File: src/rtl/imem_arbiter.sv
// Two-requester arbiter for the single-port instruction memory: fetch (read-only)
// and debug/loader (read/write), with a starvation counter, a debug lock and a read-return tag.
module imem_arbiter #(
  parameter int ADDR_W   = 9,
  parameter int DATA_W   = 32,
  parameter int MAX_WAIT = 4
) (
  input  logic              clk,
  input  logic              rst_n,
  input  logic              f_req,
  input  logic [ADDR_W-1:0] f_addr,
  output logic              f_gnt,
  output logic              f_rvalid,
  output logic [DATA_W-1:0] f_rdata,
  input  logic              d_req,
  input  logic              d_we,
  input  logic              d_lock,
  input  logic [ADDR_W-1:0] d_addr,
  input  logic [DATA_W-1:0] d_wdata,
  output logic              d_gnt,
  output logic              d_rvalid,
  output logic [DATA_W-1:0] d_rdata,
  output logic              mem_en,
  output logic              mem_we,
  output logic [ADDR_W-1:0] mem_addr,
  output logic [DATA_W-1:0] mem_wdata,
  input  logic [DATA_W-1:0] mem_rdata
);

  localparam logic [3:0] MAX_WAIT_C = 4'(MAX_WAIT);

  logic [3:0] wait_cnt_q, wait_cnt_d;
  logic       lock_q, lock_d;
  logic       rd_vld_q, rd_vld_d;
  logic       rd_dbg_q, rd_dbg_d;

  // Request stage: combinational grant and memory strobe
  always_comb begin
    f_gnt = 1'b0;
    d_gnt = 1'b0;
    if (rst_n) begin
      if (lock_q) begin
        d_gnt = d_req;
      end else if (f_req && d_req) begin
        if (wait_cnt_q == MAX_WAIT_C) d_gnt = 1'b1;
        else                          f_gnt = 1'b1;
      end else begin
        f_gnt = f_req;
        d_gnt = d_req;
      end
    end
  end

  always_comb begin
    mem_en    = f_gnt | d_gnt;
    mem_we    = d_gnt & d_we;
    mem_addr  = '0;
    mem_wdata = '0;
    if (d_gnt) begin
      mem_addr  = d_addr;
      mem_wdata = d_wdata;
    end else if (f_gnt) begin
      mem_addr  = f_addr;
    end
  end

  always_comb begin
    wait_cnt_d = '0;
    if (d_req && !d_gnt) begin
      wait_cnt_d = (wait_cnt_q == MAX_WAIT_C) ? wait_cnt_q : wait_cnt_q + 4'd1;
    end
    // Lock only takes hold once debug actually owns a cycle; it persists while d_lock stays high.
    lock_d   = d_lock & (lock_q | d_gnt);
    rd_vld_d = f_gnt | (d_gnt & ~d_we);
    rd_dbg_d = d_gnt;
  end

  always_ff @(posedge clk) begin
    if (!rst_n) begin
      wait_cnt_q <= '0;
      lock_q     <= 1'b0;
      rd_vld_q   <= 1'b0;
      rd_dbg_q   <= 1'b0;
    end else begin
      wait_cnt_q <= wait_cnt_d;
      lock_q     <= lock_d;
      rd_vld_q   <= rd_vld_d;
      rd_dbg_q   <= rd_dbg_d;
    end
  end

  // Return stage: steer the registered memory read to the owner recorded in the tag
  always_comb begin
    f_rvalid = rst_n & rd_vld_q & ~rd_dbg_q;
    d_rvalid = rst_n & rd_vld_q & rd_dbg_q;
    f_rdata  = f_rvalid ? mem_rdata : '0;
    d_rdata  = d_rvalid ? mem_rdata : '0;
  end

endmodule

File: config.mk
export PLATFORM = sky130hd
export DESIGN_NAME = imem_arbiter
export DESIGN_NICKNAME = d
export VERILOG_FILES = /design/src/rtl/imem_arbiter.sv
export SDC_FILE = /design/constraint.sdc
export NUM_CORES = 1
export LEC_CHECK = 0
export ABC_AREA = 1
export CORE_ASPECT_RATIO = 1.2
export CORE_MARGIN = 4
export CORE_UTILIZATION = 20
export DETAILED_ROUTE_END_ITERATION = 6
export PLACE_DENSITY = 0.78
export RECOVER_POWER = 25
export SLEW_MARGIN = 20
export SYNTH_ARGS = -nofsm -noshare
export SYNTH_HDL_FRONTEND = slang
export SYNTH_SLANG_ARGS = --single-unit
File: constraint.sdc
create_clock -name clk -period 1.4 [get_ports clk]
set_input_delay 0.35 -clock clk [delete_from_list [all_inputs] [get_ports clk]]
set_output_delay 0.35 -clock clk [all_outputs]
set_load 0.02 [all_outputs]
==> metrics.csv <==
metric,value,unit
final.setup.worst_slack,-0.426,ns
max-vdd-ir-drop,0.000279,V
worst_r2r_endpoint,rd_vld_q$_SDFF_PN0_,
utilization,86.1,%
cpPeakStageDelay,0.32,ns
post-dp-hpwl,6.39,mm
arrival,1.48,ns
worstPathRequired,1.05,ns
track_usage,25.6,%
total_power,1740,uW
path_cells,inv_2 -> ha_4 -> buf_4 -> nand4_4 -> clkbuf_16 -> nand3_2 -> nand2_2 -> buf_6,
ctsLongestPathBuffers,2,
synth_cells,253,
ctsRootBufferMaster,clkbuf_8,
fp-row-count,30,
drv_cap,0,
syn2layout_area_growth,311,%
dr.pass1.iters,4,
p_leak,0.00227,uW
die_w,79.1,um
coreArea,5780,um2
drcViolationCount,0,
gp_congestion,0.732,
synthesis.area,1210,um2
numCtsBuffers,3,
power.density,350,nW/um2
ant_nets,0,
end_kind,output pin,
crit-reg2reg-launch,wait_cnt_q[1]$_SDFFE_PN0P_,
io_pins,199,
synth_fp_nets,343,
routed-wl-met3,1.22,mm
drive_above_1_share,61.4,%
multi_input_area,1560,um2
drt-total-wl,10.5,mm
setup_viol,110,
slew_headroom,85.0,%
rsz0062_at_grt,yes,
hold_violations,0,
violations,negative setup slack,
grt_start_max_net_pins,11,
drtIter0Drc,51,
wl_met2,5.75,mm
hold_class,flop to flop,
tightest_slew,0.224,ns
yosys_warnings,0,
ys_seq_area_share,11.6,%
fin_cells,576,
ys_types,20,
n_fill_cell,291,
drt-met1-wl,3.16,mm
grt_pass1_wl,14.7,mm
hp-start,wait_cnt_q[0]$_SDFFE_PN0P_,
cts.sinks,7,
via_per_inst,4.44,
hold_path_end,wait_cnt_q[0]$_SDFFE_PN0P_,
worst_setup_path_start_kind,flop,
h-tree-depth,1,
max_freq,0.548,GHz
die_h,93.3,um
port-buffer-count,198,
insertion_delay,0.23,ns
antenna_found_initial,2,
clk_pin_slew,0.04,ns
start_util,21.0,%
skew,0.00571,ns
cp_max_fo,4,
cts_tree,yes,
min_period,1.83,ns
synth-seq-cells,7,
routed.top_layer,met5,
avgRoutedWirePerCell,18.2,um
grt_pass1_vias,2834,
vias,2556,
post-route-period-util,130,%
status,"complete, but fails checks",
whs_path_depth,2,
yosys.area.top_type,nor2_1,
final_nets,586,
grt_overflow,0,
dpl.cell_count,543,
cp_slowest_cell,dfxtp_2,
r2r_slack,0.20,ns
synth_top_area_share,31.0,%
r2r_cells,7,
crit_type,flop to output pin,
slew_viol_final,0,
synth.avg_cell_area,4.79,um2
yosys-top-cells-area,"nor2_1 31%, inv_1 24%, dfxtp_1 12%, nand3_1 8.7%, nand2_1 6.5%",
seq_area,145,um2
die_area,7380,um2
## state kept, by name, summed over array words and instances (netlist names)
name / cells
rd_dbg_q: 1
lock_q: 1
rd_vld_q: 1
wait_cnt_q: 4
## per-layer routing
layer  track usage [%]  vias to the layer above
li1                  -                     1206
met1              24.1                     1163
met2              50.1                      163
met3              9.44                       22
met4              8.17                        2
met5                 0                        -
## through the flow
stage          setup slack [ns]  setup TNS [ns]  area [um2]  hold WS, ns
2_1_floorplan           -0.0776           -2.28        1720        0.419
3_3_place_gp              -1.06         -107.60        3960        0.501
3_5_place_dp              -1.11         -110.43        3960        0.511
4_1_cts                  -0.540          -39.02        4940        0.515
5_1_grt                  -0.474          -40.47        4980        0.532
6_report                 -0.426          -34.75        4980        0.517
## layout by cell type (no fill, tap or decap), drive strengths merged
cell type,count
a21oi,1
and3,1
buf,161
clkbuf,6
clkdlybuf4s50,84
clkinv,1
clkinvlp,1
dfxtp,7
diode,1
dlygate4sd2,2
ha,2
inv,75
nand2,23
nand3,23
nand4,3
nor2,102
o21a,1
or2,1
xnor2,1
## worst max-delay path: cells and delay by family (launching register included)
| family | cells | cell delay (ns) |
|---|---|---|
| flops | 1 | 0.32 |
| fa+ha+maj | 1 | 0.16 |
| buf+inv | 4 | 0.50 |
| simple gates | 3 | 0.27 |
## worst max-delay path by stage
stage | from | to | slack [ns] | cells after the start
floorplan | wait_cnt_q[1]$_SDFFE_PN0P_ | d_gnt | -0.08 | 7
finish | wait_cnt_q[1]$_SDFFE_PN0P_ | mem_addr[7] | -0.43 | 8
detailed placement | rst_n | mem_addr[3] | -1.11 | 7
global placement | rst_n | mem_addr[7] | -1.06 | 7
CTS | wait_cnt_q[0]$_SDFFE_PN0P_ | mem_wdata[11] | -0.54 | 9
global route | wait_cnt_q[1]$_SDFFE_PN0P_ | mem_addr[7] | -0.47 | 8
## synthesized netlist by cell type
library cell    n
nor2_1        100
inv_1          77
nand2_1        21
nand3_1        21
dfxtp_1         7
buf_6           6
clkbuf_1        3
buf_2           2
ha_1            2
nand3_2         2
nand4_1         2
nor2_2          2
a21oi_1         1
and3_1          1
buf_4           1
nand2_4         1
nand4_2         1
o21a_1          1
or2_2           1
xnor2_1         1
## power by group
group,internal [uW],switching [uW]
sequential,208,6.21
combinational,640,601
clock,197,89.5
total,1050,697
## what timing repair did
item	4_1_cts	5_1_grt
resized for setup	777	46
hold buffers	0	0
endpoints found under the hold margin	0	0
pin swaps	12	18
buffers inserted	23	7
cloned	8	1
setup endpoints to repair	112	111
## kinds of logic (layout without fill, tap and decap cells)
logic type      Yosys count  after routing  synth area share (%)
xor+xnor                  1              1                 0.723
fa+ha+maj                 2              2                  2.06
simple gates            152            153                  52.8
compound gates            2              2                  1.03
other cells               0              1                     0
buf+inv                  89            330                  31.8
flops                     7              7                  11.6
## cell type report
type | instances | area share, %
diodes | 1 | 0.0503
clock buffers | 4 | 0.905
inverters | 77 | 6.13
multi-input cells | 158 | 31.4
flip-flops and latches | 7 | 2.92
well taps | 80 | 2.01
repair buffers | 249 | 56.6
No activity file was read; power rests on OpenSTA's default activity.
